--- config.mk ---
export PLATFORM = sky130hd
export DESIGN_NAME = craft_byte_link_flat
export DESIGN_NICKNAME = d
export VERILOG_FILES = /design/src/rtl/craft_byte_link_pkg.sv /design/src/rtl/craft_byte_link_if.sv /design/src/rtl/craft_byte_link.sv /design/src/flat_wrapper.sv
export SDC_FILE = /design/constraint.sdc
export NUM_CORES = 1
export LEC_CHECK = 0
export ABC_AREA = 1
export ABC_CLOCK_PERIOD_IN_PS = 2200
export CAP_MARGIN = 20
export CORE_MARGIN = 5
export CORE_UTILIZATION = 48
export CTS_CLUSTER_DIAMETER = 60
export DETAILED_ROUTE_END_ITERATION = 10
export PLACE_DENSITY_LB_ADDON = 0.1
export SLEW_MARGIN = 20
export SYNTH_ARGS = -nofsm -noshare
export SYNTH_HDL_FRONTEND = slang
export SYNTH_SLANG_ARGS = --single-unit
--- constraint.sdc ---
create_clock -name clk -period 2.2 [get_ports clk]
set_input_delay 0.44 -clock clk [delete_from_list [all_inputs] [get_ports clk]]
set_output_delay 0.44 -clock clk [all_outputs]
set_load 0.005 [all_outputs]
--- src/rtl/craft_byte_link_pkg.sv ---
// rtl/craft_byte_link_pkg.sv - shared CRAFT link types, field widths and byte counts
package craft_pkg;

    typedef enum logic [1:0] {
        ST_LOAD  = 2'd0,
        ST_START = 2'd1,
        ST_WAIT  = 2'd2,
        ST_SEND  = 2'd3
    } state_t;

    localparam int CRAFT_IN_BYTES  = 32;
    localparam int CRAFT_OUT_BYTES = 8;

    localparam int PT_W    = 64;
    localparam int TWEAK_W = 64;
    localparam int KEY_W   = 128;
    localparam int CT_W    = 64;
    localparam int ASM_W   = PT_W + TWEAK_W + KEY_W;

    localparam int IN_CNT_W  = $clog2(CRAFT_IN_BYTES);
    localparam int OUT_CNT_W = $clog2(CRAFT_OUT_BYTES);

endpackage

--- src/rtl/craft_byte_link_if.sv ---
// rtl/craft_byte_link_if.sv - inbound and outbound byte streams of the CRAFT link
interface craft_byte_link_if;
    logic [7:0] in_data;
    logic       in_valid;
    logic       in_ready;
    logic [7:0] out_data;
    logic       out_valid;
    logic       out_ready;

    modport slave (
        input  in_data, in_valid, out_ready,
        output in_ready, out_data, out_valid
    );

    modport master (
        output in_data, in_valid, out_ready,
        input  in_ready, out_data, out_valid
    );
endinterface

--- src/rtl/craft_byte_link.sv ---
// rtl/craft_byte_link.sv - byte-serial loader/unloader wrapped around one CRAFT encryption
module craft_byte_link
    import craft_pkg::*;
#(
    parameter int TIMEOUT_CYCLES = 1023,
    parameter int CNT_W          = 10
) (
    input  logic                clk,
    input  logic                rst_n,
    craft_byte_link_if.slave    link,
    output logic [PT_W-1:0]     enc_plaintext,
    output logic [TWEAK_W-1:0]  enc_tweak,
    output logic [KEY_W-1:0]    enc_key,
    output logic                enc_start,
    input  logic                enc_done,
    input  logic [CT_W-1:0]     enc_ciphertext,
    output logic                busy,
    output logic                err_timeout
);

    localparam logic [IN_CNT_W-1:0]  IN_LAST  = IN_CNT_W'(CRAFT_IN_BYTES - 1);
    localparam logic [OUT_CNT_W-1:0] OUT_LAST = OUT_CNT_W'(CRAFT_OUT_BYTES - 1);
    localparam logic [CNT_W-1:0]     TMO_LAST = CNT_W'(TIMEOUT_CYCLES);

    state_t                state_q, state_d;
    logic [ASM_W-1:0]      asm_q, asm_d;
    logic [CT_W-1:0]       shf_q, shf_d;
    logic [IN_CNT_W-1:0]   in_cnt_q, in_cnt_d;
    logic [OUT_CNT_W-1:0]  out_cnt_q, out_cnt_d;
    logic [CNT_W-1:0]      tmo_q, tmo_d, tmo_inc;
    logic                  err_q, err_d;

    always_ff @(posedge clk or negedge rst_n) begin
        if (!rst_n) begin
            state_q   <= ST_LOAD;
            asm_q     <= '0;
            shf_q     <= '0;
            in_cnt_q  <= '0;
            out_cnt_q <= '0;
            tmo_q     <= '0;
            err_q     <= 1'b0;
        end else begin
            state_q   <= state_d;
            asm_q     <= asm_d;
            shf_q     <= shf_d;
            in_cnt_q  <= in_cnt_d;
            out_cnt_q <= out_cnt_d;
            tmo_q     <= tmo_d;
            err_q     <= err_d;
        end
    end

    always_comb begin
        state_d   = state_q;
        asm_d     = asm_q;
        shf_d     = shf_q;
        in_cnt_d  = in_cnt_q;
        out_cnt_d = out_cnt_q;
        tmo_d     = tmo_q;
        err_d     = err_q;
        tmo_inc   = tmo_q + CNT_W'(1);

        case (state_q)
            ST_LOAD: begin
                // Bytes arrive MSB-first, so shifting left leaves byte 0 at the top.
                if (link.in_valid) begin
                    asm_d    = {asm_q[ASM_W-9:0], link.in_data};
                    in_cnt_d = in_cnt_q + IN_CNT_W'(1);
                    if (in_cnt_q == IN_LAST) begin
                        state_d = ST_START;
                    end
                end
            end
            ST_START: begin
                err_d   = 1'b0;
                tmo_d   = '0;
                state_d = ST_WAIT;
            end
            ST_WAIT: begin
                if (enc_done) begin
                    shf_d   = enc_ciphertext;
                    state_d = ST_SEND;
                end else begin
                    tmo_d = tmo_inc;
                    if (tmo_inc == TMO_LAST) begin
                        err_d   = 1'b1;
                        state_d = ST_LOAD;
                    end
                end
            end
            ST_SEND: begin
                if (link.out_ready) begin
                    shf_d     = {shf_q[CT_W-9:0], 8'h00};
                    out_cnt_d = out_cnt_q + OUT_CNT_W'(1);
                    if (out_cnt_q == OUT_LAST) begin
                        state_d = ST_LOAD;
                    end
                end
            end
            default: state_d = ST_LOAD;
        endcase
    end

    // Handshake strobes are pure state decodes so no input ever reaches an output.
    assign link.in_ready  = (state_q == ST_LOAD);
    assign link.out_valid = (state_q == ST_SEND);
    assign link.out_data  = shf_q[CT_W-1 -: 8];
    assign enc_start      = (state_q == ST_START);
    assign busy           = (state_q != ST_LOAD);
    assign err_timeout    = err_q;

    assign enc_plaintext  = asm_q[ASM_W-1 -: PT_W];
    assign enc_tweak      = asm_q[KEY_W +: TWEAK_W];
    assign enc_key        = asm_q[KEY_W-1:0];

endmodule

--- src/flat_wrapper.sv ---
// flat-port wrapper written by rule: the top's interface ports become plain ports
module craft_byte_link_flat import craft_pkg::*;
#(
    parameter int TIMEOUT_CYCLES = 1023,
    parameter int CNT_W          = 10
)
  (clk, rst_n, enc_plaintext, enc_tweak, enc_key, enc_start, enc_done, enc_ciphertext, busy, err_timeout, link_in_data, link_in_valid, link_out_ready, link_in_ready, link_out_data, link_out_valid);
  craft_byte_link_if link_i ();
  input  logic clk;
  input  logic rst_n;
  output logic [PT_W-1:0] enc_plaintext;
  output logic [TWEAK_W-1:0] enc_tweak;
  output logic [KEY_W-1:0] enc_key;
  output logic enc_start;
  input  logic enc_done;
  input  logic [CT_W-1:0] enc_ciphertext;
  output logic busy;
  output logic err_timeout;
  input wire logic [$bits(link_i.in_data)-1:0] link_in_data;
  input wire logic [$bits(link_i.in_valid)-1:0] link_in_valid;
  input wire logic [$bits(link_i.out_ready)-1:0] link_out_ready;
  output wire logic [$bits(link_i.in_ready)-1:0] link_in_ready;
  output wire logic [$bits(link_i.out_data)-1:0] link_out_data;
  output wire logic [$bits(link_i.out_valid)-1:0] link_out_valid;
  assign link_i.in_data = link_in_data;
  assign link_i.in_valid = link_in_valid;
  assign link_i.out_ready = link_out_ready;
  assign link_in_ready = link_i.in_ready;
  assign link_out_data = link_i.out_data;
  assign link_out_valid = link_i.out_valid;
  craft_byte_link #(.TIMEOUT_CYCLES(TIMEOUT_CYCLES), .CNT_W(CNT_W)) u_core (.clk(clk), .rst_n(rst_n), .link(link_i), .enc_plaintext(enc_plaintext), .enc_tweak(enc_tweak), .enc_key(enc_key), .enc_start(enc_start), .enc_done(enc_done), .enc_ciphertext(enc_ciphertext), .busy(busy), .err_timeout(err_timeout));
endmodule
==> results.json <==
{
  "layout_min_cycle_time_ns": 2.10,
  "grt_pass1_vias": 9709,
  "clock-root-buffer": "clkbuf_16",
  "nets": 1474,
  "vias_per_cell": 4.98,
  "syn2layout_area_growth_pct": 38.4,
  "reg2regPathDepth": 12,
  "netlist_instances": 1034,
  "max_freq_mhz": 475,
  "initial_core_util_pct": 48.3,
  "slowest_delay_ns": 0.49,
  "cp-end-kind": "output port",
  "critical-path-top-delay-family": "buffers and inverters",
  "r2r_start": "u_core.tmo_q[1]",
  "first_pass_iters": 4,
  "worstSetupEndpoint": "link_out_valid",
  "detail_route.wl_per_cell_um": 17.7,
  "synth_top_area_cell": "dfrtp_1",
  "synth_most_common_cell": "dfrtp_1",
  "synthTopCellsByCount": "341 x dfrtp_1, 195 x mux2_2, 137 x nand2_1",
  "globalRouteOverflowTotal": 0,
  "clkLatencyLatePin_ns": 0.51,
  "clk_pin_slew_ns": 0.06,
  "num_rows": 62,
  "synth_top_area_share_pct": 61.9,
  "track_usage_pct": 19.8,
  "timing.final.crit_share_pct": 95.6,
  "ir_worst_vdd_v": 0.000868,
  "cts_num_sinks": 341,
  "htreeDepth": 2,
  "grt_max_degree": 54,
  "cts_made_buffers": 38,
  "cp_num_cells": 3,
  "avgSynthCellArea_um2": 13.3,
  "worst_pin_slew_ns": 0.434,
  "cp_data_arrival_time_ns": 1.66,
  "startpoint": "u_core.state_q[1]",
  "grt.busiest_layer": "met2",
  "fin_skew_ns": 0.0142,
  "die_w_um": 180,
  "critPathMaxFanout": 5,
  "worst-r2r-setup-slack_ns": 0.32,
  "ys_ff_latch": 341,
  "synth-main-ff-cell": "dfrtp_1",
  "synth_area_leaders": "dfrtp_1 62%, mux2_2 16%, mux2_4 6.5%, nand2_1 3.7%, a31oi_1 1.7%",
  "yosysSeqAreaShare_pct": 61.9,
  "coreArea_um2": 28500,
  "gp_congestion": 0.785,
  "hpwl_um": 22800,
  "grt_pass1_wl_um": 53100,
  "min_path_type": "primary input to async pin",
  "status": "complete, no violations",
  "setup_viol": 0,
  "p_leak_uw": 0.00895,
  "use_met3_pct": 7.94,
  "portBuffers": 345,
  "cp_num_buf_inv": 2,
  "cts_buffer_depth": 3,
  "fp.dieH_um": 180,
  "setup_tns_ns": 0,
  "max_slew_margin_pct": 71.1,
  "design_area_um2": 19100,
  "crit_path_start_kind": "flop",
  "synth_warnings": 0,
  "powerDensity_nw_per_um2": 1160,
  "drc": 0,
  "vias": 8995,
  "cp.required_ns": 1.76,
  "cts_tree": "done",
  "critical_path_class": "flop to output port",
  "antenna_found_initial": 3,
  "maxSlewViolCount": 0,
  "gr-usage-met1_pct": 24.7,
  "maxCapViolations": 0,
  "dpl-instance-area_um2": 17800,
  "syn_nets": 1117,
  "drtAntennaViolNets": 0,
  "final_layout_size_suffix_gt1_share_pct": 25.4,
  "rr_endpoint": "u_core.state_q[1]",
  "hold_viol": 0,
  "wl_um": 32000,
  "use_met2_pct": 31.6,
  "drtIter0Drc": 448,
  "synth_edf_count": 0,
  "rsz0062_at_grt": "no",
  "io_pins": 346,
  "syn_area_um2": 13800,
  "ys_async_sr_fraction_pct": 100,
  "synth_cell_types": 26,
  "crit_path_top_delay_cell": "clkdlybuf4s50_1",
  "crit_chain": "nand2_1, inv_4, clkdlybuf4s50_1",
  "die_area_um2": 32200
}
## state kept, by name, indices dropped and copies added (netlist names)
register and count:
u_core.err_timeout 1, u_core.asm_q 256, u_core.shf_q 64, u_core.out_cnt_q 3, u_core.state_q 2, u_core.tmo_q 10
u_core.in_cnt_q 5
## worst reg2reg max path, stage by stage (launching register included)
cell and delay, ns:
dfrtp_1 0.39, ha_1 0.23, nand2_1 0.08, nor2_2 0.16
nand2_1 0.12, o21ai_1 0.19, nand2_1 0.12, nor2_1 0.17
nand2_1 0.07, nand2_1 0.08, nand2_1 0.05, nand2_1 0.05
nand2_1 0.05
## layout by cell type, fill, tap and decap left out, types with 3 or more instances in the layout
cell	count
diode_2	3
clkdlybuf4s50_1	344
buf_12	16
o211ai_1	10
mux2_1	3
dfrtp_1	340
xor2_1	3
nand2_1	136
mux2_2	195
ha_1	6
nor2_1	56
clkbuf_1	9
a31oi_1	38
clkinv_2	5
nor2_4	3
mux2_4	60
buf_4	18
clkbuf_16	39
xnor2_1	3
a21oi_1	10
inv_1	39
o21ai_0	35
clkbuf_8	12
nand3_1	20
## report_power, final
group          switching [uW]  internal (uW)  total [uW]
Sequential               1010           7860        8870
Combinational            3060           3890        6950
Clock                    2420           3890        6310
Total                    6490          15600       22100
## cells by family after synthesis
logic type                 share of synthesized area, %
muxes                                              22.7
AOI/OAI and AO/OA                                  4.06
and+or+nand+nor                                    6.39
buffers and inverters                              4.06
DFF                                                61.9
adders and majority gates                         0.544
xor gates and xnor gates                          0.381
## per-layer routing
layer / up-vias / part of all wire, %
li1: 4233 / -
met1: 4452 / 40
met2: 252 / 48
met3: 58 / 8.8
met4: 0 / 3.3
met5: - / 0
## stage by stage
step	std cells	hold WS, ns	worst slack (ns)	total power, uW	utilization [%]
after floorplan	1034	0.144	0.687	12700	-
after CTS	1803	0.454	0.00330	22400	66.8
after global routing	1806	0.482	0.0131	23500	66.9
after detailed placement	1733	0.386	0.231	15900	62.3
after global placement	1733	0.382	0.261	15800	62.3
final	1806	0.437	0.0965	22100	66.9
## timing repair
item,in CTS,in global routing
hold buffers,1,0
resized for setup,2,3
endpoints found under the hold margin,39,0
setup endpoints to repair,2,1
buffers inserted,1,0
## cell type report
type	count	area, um2
Tap cell	384	480
Sequential cell	341	8530
Antenna cell	3	7.51
Inverter	42	160
Clock buffer	60	1170
Multi-Input combinational cell	588	4720
Fill cell	2179	9450
Timing Repair Buffer	380	3920
Clock inverter	8	93.8
## how the worst min path moves through the flow
| stage | endpoint | startpoint |
|---|---|---|
| finish | u_core.asm_q[243] | rst_n |
| global route | u_core.asm_q[243] | rst_n |
| CTS | u_core.asm_q[235] | rst_n |
| detailed placement | u_core.asm_q[243] | rst_n |
| global placement | u_core.asm_q[243] | rst_n |
| floorplan | u_core.asm_q[0] | rst_n |
(Power assumes the default switching activity.)
